### src/rtl/muldiv_iter_unit.sv
// Iterative MULT/MULTU/DIV/DIVU unit owning the HI/LO registers.
// One shift-add or restoring-divide step per clock, then one sign-fix cycle.
module muldiv_iter_unit #(
  parameter int WIDTH = 32,
  parameter int CNT_W = 6
) (
  input  logic             Clk,
  input  logic             Reset,
  input  logic             req_valid,
  input  logic [1:0]       req_op,
  input  logic [WIDTH-1:0] req_a,
  input  logic [WIDTH-1:0] req_b,
  input  logic             flush,
  input  logic             hi_we,
  input  logic             lo_we,
  input  logic [WIDTH-1:0] wr_data,
  output logic             ready,
  output logic             busy,
  output logic             done,
  output logic [WIDTH-1:0] HI,
  output logic [WIDTH-1:0] LO
);

  typedef enum logic [1:0] {
    IDLE = 2'd0,
    CALC = 2'd1,
    FIX  = 2'd2
  } state_t;

  state_t             state;
  logic [CNT_W-1:0]   cnt;
  logic               is_div;
  logic               sign_q;
  logic               sign_r;
  logic               div_zero;
  logic [WIDTH-1:0]   operand;
  logic [2*WIDTH-1:0] acc;

  logic               accept;
  logic               sign_a;
  logic               sign_b;
  logic [WIDTH-1:0]   mag_a;
  logic [WIDTH-1:0]   mag_b;
  logic [WIDTH:0]     mul_add;
  logic [WIDTH:0]     mul_sum;
  logic [WIDTH:0]     div_shift;
  logic [WIDTH:0]     div_trial;
  logic [2*WIDTH-1:0] acc_step;
  logic [2*WIDTH-1:0] prod_fix;
  logic [WIDTH-1:0]   fix_hi;
  logic [WIDTH-1:0]   fix_lo;

  function automatic logic [WIDTH-1:0] negate(input logic [WIDTH-1:0] x);
    return ~x + {{(WIDTH-1){1'b0}}, 1'b1};
  endfunction

  function automatic logic [2*WIDTH-1:0] negate_wide(input logic [2*WIDTH-1:0] x);
    return ~x + {{(2*WIDTH-1){1'b0}}, 1'b1};
  endfunction

  // Request qualification and operand magnitudes for signed ops
  always_comb begin
    accept = ready & req_valid & ~flush;
    sign_a = ~req_op[0] & req_a[WIDTH-1];
    sign_b = ~req_op[0] & req_b[WIDTH-1];
    if (sign_a) begin
      mag_a = negate(req_a);
    end else begin
      mag_a = req_a;
    end
    if (sign_b) begin
      mag_b = negate(req_b);
    end else begin
      mag_b = req_b;
    end
  end

  // One iteration step: acc holds {product hi, multiplier} or {remainder, dividend/quotient}
  always_comb begin
    mul_add   = acc[0] ? {1'b0, operand} : {(WIDTH+1){1'b0}};
    mul_sum   = {1'b0, acc[2*WIDTH-1:WIDTH]} + mul_add;
    div_shift = acc[2*WIDTH-1:WIDTH-1];
    div_trial = div_shift - {1'b0, operand};
    if (is_div) begin
      if (!div_trial[WIDTH]) begin
        acc_step = {div_trial[WIDTH-1:0], acc[WIDTH-2:0], 1'b1};
      end else begin
        acc_step = {div_shift[WIDTH-1:0], acc[WIDTH-2:0], 1'b0};
      end
    end else begin
      acc_step = {mul_sum, acc[WIDTH-1:1]};
    end
  end

  // Sign correction; a zero divisor leaves |a| in the remainder, so re-signing restores req_a
  always_comb begin
    prod_fix = sign_q ? negate_wide(acc) : acc;
    if (is_div) begin
      fix_hi = sign_r ? negate(acc[2*WIDTH-1:WIDTH]) : acc[2*WIDTH-1:WIDTH];
      if (div_zero) begin
        fix_lo = {WIDTH{1'b1}};
      end else begin
        fix_lo = sign_q ? negate(acc[WIDTH-1:0]) : acc[WIDTH-1:0];
      end
    end else begin
      fix_hi = prod_fix[2*WIDTH-1:WIDTH];
      fix_lo = prod_fix[WIDTH-1:0];
    end
  end

  // Control FSM, datapath registers and HI/LO
  always_ff @(posedge Clk) begin
    if (Reset) begin
      state    <= IDLE;
      cnt      <= {CNT_W{1'b0}};
      is_div   <= 1'b0;
      sign_q   <= 1'b0;
      sign_r   <= 1'b0;
      div_zero <= 1'b0;
      operand  <= {WIDTH{1'b0}};
      acc      <= {(2*WIDTH){1'b0}};
      HI       <= {WIDTH{1'b0}};
      LO       <= {WIDTH{1'b0}};
      done     <= 1'b0;
      ready    <= 1'b1;
      busy     <= 1'b0;
    end else begin
      done <= 1'b0;
      case (state)
        IDLE: begin
          if (hi_we) HI <= wr_data;
          if (lo_we) LO <= wr_data;
          if (accept) begin
            state    <= CALC;
            ready    <= 1'b0;
            busy     <= 1'b1;
            cnt      <= {CNT_W{1'b0}};
            is_div   <= req_op[1];
            sign_q   <= sign_a ^ sign_b;
            sign_r   <= sign_a;
            div_zero <= req_op[1] & (req_b == {WIDTH{1'b0}});
            operand  <= req_op[1] ? mag_b : mag_a;
            acc      <= {{WIDTH{1'b0}}, (req_op[1] ? mag_a : mag_b)};
          end
        end
        CALC: begin
          if (flush) begin
            state <= IDLE;
            ready <= 1'b1;
            busy  <= 1'b0;
          end else begin
            acc <= acc_step;
            cnt <= cnt + {{(CNT_W-1){1'b0}}, 1'b1};
            if (cnt == CNT_W'(WIDTH-1)) state <= FIX;
          end
        end
        FIX: begin
          state <= IDLE;
          ready <= 1'b1;
          busy  <= 1'b0;
          if (!flush) begin
            HI   <= fix_hi;
            LO   <= fix_lo;
            done <= 1'b1;
          end
        end
        default: begin
          state <= IDLE;
          ready <= 1'b1;
          busy  <= 1'b0;
        end
      endcase
    end
  end

endmodule

### config.mk
export PLATFORM = sky130hd
export DESIGN_NAME = muldiv_iter_unit
export DESIGN_NICKNAME = d
export VERILOG_FILES = /design/src/rtl/muldiv_iter_unit.sv
export SDC_FILE = /design/constraint.sdc
export NUM_CORES = 1
export LEC_CHECK = 0
export ABC_AREA = 1
export ABC_CLOCK_PERIOD_IN_PS = 7060
export CORE_UTILIZATION = 35
export CTS_CLUSTER_SIZE = 14
export DETAILED_ROUTE_END_ITERATION = 7
export GPL_TIMING_DRIVEN = 0
export PLACE_DENSITY = 0.61
export SETUP_SLACK_MARGIN = 0.1
export SYNTH_ARGS = -nofsm -noshare
export SYNTH_HDL_FRONTEND = slang
export SYNTH_SLANG_ARGS = --single-unit
### constraint.sdc
create_clock -name Clk -period 7.06 [get_ports Clk]
set_clock_uncertainty 0.05 [all_clocks]
set_input_delay 1.059 -clock Clk [delete_from_list [all_inputs] [get_ports Clk]]
set_output_delay 1.059 -clock Clk [all_outputs]
set_load 0.03 [all_outputs]
==> results of run 1 <==
-- per-stage QoR --
step	worst slack [ns]	power, mW	cells
6_report	3.514	4.734	4041
3_3_place_gp	3.084	3.710	4008
2_1_floorplan	4.456	2.847	3168
5_1_grt	3.356	5.011	4040
3_5_place_dp	3.173	3.702	4008
4_1_cts	3.654	4.674	4040
-- cell usage in the layout, fill, tap and decap left out, types with 12 or more instances in the layout --
cell type        synthesis  layout
a21oi_1                292     292
a31oi_1                 27      27
buf_1                   12      12
buf_2                   23      23
clkbuf_1                78      79
clkbuf_16                0      17
clkdlybuf4s50_1          0     168
dfxtp_1                175     175
ha_1                    69      69
inv_1                  462     462
nand2_1                840     840
nand2_2                 20      20
nand3_1                289     289
nand3b_1                16      16
nand4_1                 28      28
nor2_1                 265     265
nor3_1                  52      52
o211ai_1                39      39
o21ai_0                261     261
o21ai_1                 13      13
o31ai_1                 12      12
or2_2                   12      12
xnor2_1                 13      13
xor2_1                  48      48
-- sequential cells by signal, summed over array words and instances, names as in the netlist --
register,flops
cnt,6
sign_q,1
is_div,1
acc,64
LO,32
busy,1
operand,32
HI,32
sign_r,1
state,2
div_zero,1
ready,1
done,1
-- routing by layer --
metal  routed length [microns]  part of all wire, %  vias to the layer above
li1                          -                    -                    10720
met1                     37830                   45                     9988
met2                     36410                   43                     1028
met3                      6534                  7.7                      184
met4                      4201                  4.9                        0
met5                         0                    0                        -
-- logic make-up (layout without fill, tap and decap cells) --
family / Yosys count / after routing / synth area share, %
and+or+nand+nor: 1573 / 1573 / 38.22
DFF: 175 / 175 / 19.57
adders and majority gates: 71 / 71 / 5.045
xor gates and xnor gates: 61 / 61 / 2.984
other: 0 / 1 / 0
buffers and inverters: 595 / 795 / 13.05
AOI/OAI and AO/OA: 693 / 693 / 21.14
-- tightest hold or removal path: cells and delay by family (launching register included) --
kind                   cells  cell delay [ns]
DFF                        1             0.30
buffers and inverters      1             0.08
AOI/OAI and AO/OA          1             0.07
-- cell type report --
type / count / area [sq um]
diodes: 1 / 2.502
plain buffers: 121 / 556.8
clock buffers: 18 / 429.2
clock inverters: 14 / 151.4
fillers: 5720 / 29260
inverters: 474 / 1779
multi-input cells: 2398 / 12070
flip-flops and latches: 175 / 3503
well taps: 672 / 840.8
repair buffers: 168 / 1682
-- worst max-delay path by stage --
stage | startpoint | endpoint | cells past startpoint
after global placement | flush | operand[10] | 12
after CTS | flush | operand[10] | 12
final | flush | operand[10] | 12
after floorplan | req_a[0] | operand[18] | 10
after detailed placement | flush | operand[10] | 12
after global routing | acc[0] | acc[61] | 16
-- Yosys cell counts (all sizes together) --
cell | instances | area, sq um
o311ai | 1 | 8.760
a21oi | 300 | 1539
or2 | 15 | 93.84
o211ai | 39 | 292.8
clkinv | 5 | 18.77
o21bai | 7 | 52.55
ha | 69 | 863.3
nand3 | 300 | 1572
and2 | 5 | 31.28
xnor2 | 13 | 113.9
o221ai | 4 | 35.03
o21ai | 277 | 1398
dfxtp | 175 | 3503
nand3b | 16 | 120.1
o21a | 3 | 22.52
buf | 43 | 264.0
fa | 2 | 40.04
a22oi | 9 | 67.56
nor3 | 53 | 276.5
o22ai | 2 | 12.51
a21o | 4 | 30.03
xor2 | 48 | 420.4
a221oi | 5 | 43.79
nor4 | 6 | 37.54
and3 | 2 | 12.51
a211oi | 1 | 7.510
a31oi | 27 | 168.9
nand2 | 867 | 3366
inv | 469 | 1760
nand4 | 30 | 209.0
o41ai | 2 | 17.52
nor2 | 279 | 1125
o31ai | 12 | 90.09
clkbuf | 78 | 292.8
-- power by group --
group          internal, mW  switching, mW
registers              1.12          0.164
logic                 0.759           1.71
clock network         0.500          0.484
total                  2.37           2.36
==> flow_summary.toml, run 1 <==
[critical_path]
arrival_ns = 3.89
end_kind = "flip-flop"
r2r-start = "acc[0]"
path_buf_inv = 4
cp_slowest_cell = "o21ai_0"
cpPeakStageDelay_ns = 0.59
rr_worst_depth = 16
required_ns = 7.41
timing.rr.end = "acc[61]"
crit_top_cell = "nand2_1"
cp_max_fo = 8
crit_type = "in -> reg"
critical_path.top_delay_family = "simple AND/OR/NAND/NOR gates"
cp-start-kind = "input pin"
worstPathCellList = "clkdlybuf4s50_1 > inv_1 > nand3_1 > nand2_1 > nand2_1 > inv_2 > nand2_2 > nor2_2 > inv_1 > o21ai_0 > nand2_1 > o21ai_0"
ff2ff_setup_slack_ns = 3.62

[place]
place_area_sq_um = 20430
place_congestion = 1.031
hpwl_microns = 71630
portBuffers = 168

[global_routing]
antenna_found_initial = 1
grt_max_degree = 18
top_usage_layer = "met2"
grt_overflow_total = 0
grt_pass1_vias = 20320
use_met3_pct = 3.500
grt_pass1_wl_microns = 126300
met2_usage_pct = 49.19
grt_use_met1_pct = 44.04
grt_usage_pct = 31.91

[power_and_ir_drop]
power_density_nw_per_um2 = 225.3
vdd_ir_drop_max_mv = 0.2101
p_leak_nw = 9.834

[clock_network]
cts-resized-gates = 0
clock_latency_ns = 0.48
post_cts_buffers = 0
clkTransAtPathRegs_ns = 0.07
cts_sinks = 175
clockBufferDepth = 2
root_buffer = "clkbuf_16"
cts_hold_buf = 0
tritoncts = "done"
htree_levels = 4
numCtsBuffers = 17

[sta]
relSlewSlack_pct = 31.69
drv_slew = 0
holdWs_ns = 0.4416
fmax_mhz = 282.0
final.min_clock_period_ns = 3.546
post-route-period-util_pct = 50.23
finalSetupViolations = 0
hold_viol = 0
fin_setup_tns_ns = 0
rsz0062_at_grt = "no"
worst_pin_slew_ns = 1.025

[synthesis]
avgSynthCellArea_sq_um = 5.652
ys_warn_count = 0
ys_seq_area_share_pct = 19.57
synthCells = 3168
synth.distinct_cells = 55
ys_seq_elements = 175
syn-num-nets = 3343
netlist_area_sq_um = 17910

[cells_and_area]
synthToLayoutAreaGrowth_pct = 17.34
nets = 3530
stdcell_area_sq_um = 21010
drive_gt1_share_pct = 4.365
post-route-util_pct = 41.79

[floorplanning]
row_count = 82
num_io_pins = 171
die_y_microns = 228.2
core_sq_um = 50270
die_area_sq_um = 52070
die_x_microns = 228.2
start_util_pct = 35.62

[routing]
ant_nets = 0
drt_iter0_drc = 2469
num_vias = 21920
wire_per_inst_microns = 21.03
wl_microns = 84980
drtPass1Iterations = 7
avgViaCountPerCell = 5.425
route.detailed.drc = 0

[job]
max_cap_viol_count = 0

[hold_path]
hold_end = "cnt[5]"
hp-class = "reg -> reg"
min_from = "cnt[5]"
whs_path_depth = 2

[outcome]
status = "finished, final reports clean"
Note: power is estimated with default switching activity, not from simulation.
==> inputs of run 2 (changes only) <==
--- a/config.mk
+++ b/config.mk
@@ -6,12 +6,12 @@
 export NUM_CORES = 1
 export LEC_CHECK = 0
 export ABC_AREA = 1
-export ABC_CLOCK_PERIOD_IN_PS = 7060
+export ABC_CLOCK_PERIOD_IN_PS = 3000
 export CORE_UTILIZATION = 35
 export CTS_CLUSTER_SIZE = 14
 export DETAILED_ROUTE_END_ITERATION = 7
 export GPL_TIMING_DRIVEN = 0
-export PLACE_DENSITY = 0.61
+export PLACE_DENSITY = 0.63
 export SETUP_SLACK_MARGIN = 0.1
 export SYNTH_ARGS = -nofsm -noshare
 export SYNTH_HDL_FRONTEND = slang
==> constraint.sdc (replaced) <==
create_clock -name Clk -period 3 [get_ports Clk]
set_clock_uncertainty 0.05 [all_clocks]
set_input_delay 0.45 -clock Clk [delete_from_list [all_inputs] [get_ports Clk]]
set_output_delay 0.45 -clock Clk [all_outputs]
set_load 0.03 [all_outputs]
==> flow_summary.toml, run 2 (same netlist as run 1, synthesis figures left out) <==
[outcome]
status = "finished, final reports clean"

[global_routing]
grt_overflow_total = 0
grt_usage_pct = 31.25
grt_max_degree = 20
grt_pass1_vias = 19980
antenna_found_initial = 2
grt_pass1_wl_microns = 123800

[sta]
relSlewSlack_pct = 34.22
worst_pin_slew_ns = 0.9867
post-route-period-util_pct = 94.36
finalSetupViolations = 0
fin_setup_tns_ns = 0
rsz0062_at_grt = "no"
holdWs_ns = 0.4287
fmax_mhz = 353.3
final.min_clock_period_ns = 2.831
hold_viol = 0
drv_slew = 0

[critical_path]
crit_type = "reg -> reg"
cp-start-kind = "flip-flop"
ff2ff_setup_slack_ns = 0.17
cp_max_fo = 10
arrival_ns = 3.12
required_ns = 3.29
end_kind = "flip-flop"

[job]
max_cap_viol_count = 0

[cells_and_area]
finalNonFillerCells = 4045
largest_register_ffs = 64
regMostFlops = "acc"
layout_common_cells = "836 x nand2_1, 459 x inv_1, 288 x nand3_1"
synthToLayoutAreaGrowth_pct = 18.75
diodes = 0
layout_commonest_cell = "nand2_1"
drive_gt1_share_pct = 6.285
nets = 3535

[clock_network]
numCtsBuffers = 17
htree_levels = 4
cts_sinks = 175
tritoncts = "done"
root_buffer = "clkbuf_16"
cts_hold_buf = 0
clock_latency_ns = 0.48
clockBufferDepth = 2
clkTransAtPathRegs_ns = 0.08

[floorplanning]
row_count = 82
die_x_microns = 228.2
core_sq_um = 50270
die_y_microns = 228.2
die_area_sq_um = 52070
num_io_pins = 171
start_util_pct = 35.62

[power_and_ir_drop]
clkPwrFrac_pct = 20.4
vdd_ir_drop_max_mv = 0.5253
finalPower_mw = 11.15
p_leak_nw = 9.901
power_frac_comb_pct = 52.6
p_switching_mw = 5.593
seqPwrFrac_pct = 27.0
switching_share_pct = 50.15
p_int_mw = 5.560
power_density_nw_per_um2 = 524.5

[routing]
wl_microns = 83670
drtPass1Iterations = 8
wire_per_inst_microns = 20.69
dr_wl_met3_microns = 8205
ant_nets = 0
num_vias = 22270
avgViaCountPerCell = 5.504
top_layer = "met5"
wl_met2_microns = 35550
drt_iter0_drc = 2982
route.detailed.drc = 0
wl_met1_microns = 36220

[place]
dp.cells = 4008
place_congestion = 1.089
portBuffers = 168
hpwl_microns = 69970

[hold_path]
hp-class = "reg -> reg"
==> run 2: changes by cell type in the layout (fill, tap and decap cells not counted), moves of 5 or more <==
cell	previous run	this run
dfxtp_1	175	152
dfxtp_2	0	22
a21oi_1	292	284
a21oi_2	7	13
o21ai_0	261	255
buf_4	1	6
ha_1	69	64
==> run 2: layer usage <==
| metal | vias up | track usage (%) |
|---|---|---|
| met5 | - | 0 |
| met2 | 1206 | 47.66 |
| met1 | 10130 | 43.28 |
| met4 | 6 | 13.78 |
| li1 | 10740 | - |
| met3 | 179 | 4.763 |
==> run 2: critical path, cell delays in order, from the launching register on <==
cell and delay [ns]:
dfxtp_1 0.61, ha_1 0.38, nand2_1 0.11, inv_1 0.05
nand2_1 0.06, nand2_1 0.08, a21oi_1 0.23, nand2_4 0.12
nand2_4 0.11, nand2_4 0.06, nand2_4 0.15, nand2_8 0.09
buf_12 0.17, nand3_2 0.06, nand3_1 0.14, nand2_1 0.14
a21oi_2 0.05
==> run 2: repair_timing <==
action | CTS | global route
pin swaps | 0 | 5
buffers inserted | 0 | 5
resized for setup | 10 | 68
endpoints found under the setup margin | 32 | 39
endpoints found under the hold margin | 0 | 0
gates cloned | 0 | 0
==> run 2: final timing paths <==
check,startpoint,end,depth (start not counted)
max,acc[41],acc[57],16
min,cnt[5],cnt[5],2
max reg2reg,acc[41],acc[57],16
min reg2reg,cnt[5],cnt[5],2
==> run 2: final cells by class <==
| type | instances | area [sq um] |
|---|---|---|
| tap | 672 | 840.8 |
| sequential | 175 | 3535 |
| multi-input combinational | 2398 | 12230 |
| buffer | 121 | 565.5 |
| clock buffer | 17 | 425.4 |
| inverter | 474 | 1779 |
| fill | 5581 | 29010 |
| clock inverter | 15 | 166.4 |
| timing repair buffer | 173 | 1719 |
==> run 2: power by group through the flow <==
| stage | clock [mW] | sequential [mW] | combinational [mW] |
|---|---|---|---|
| 6_report | 2.28 | 3.01 | 5.87 |
| 5_1_grt | 2.37 | 3.03 | 6.36 |
| 4_1_cts | 2.28 | 2.98 | 5.67 |
| 3_5_place_dp | 0 | 3.03 | 5.64 |
| 3_3_place_gp | 0 | 3.03 | 5.65 |
| 2_1_floorplan | 0 | 3.09 | 3.61 |
==> run 2: stage by stage <==
| step | setup WS (ns) | cell area [sq um] | util [%] |
|---|---|---|---|
| after floorplan | 0.5989 | 17910 | - |
| after global placement | -0.2975 | 20430 | 40.63 |
| after detailed placement | -0.2913 | 20430 | 40.63 |
| after CTS | 0.04799 | 21040 | 41.85 |
| after global routing | 0.07084 | 21260 | 42.29 |
| final | 0.1693 | 21260 | 42.29 |
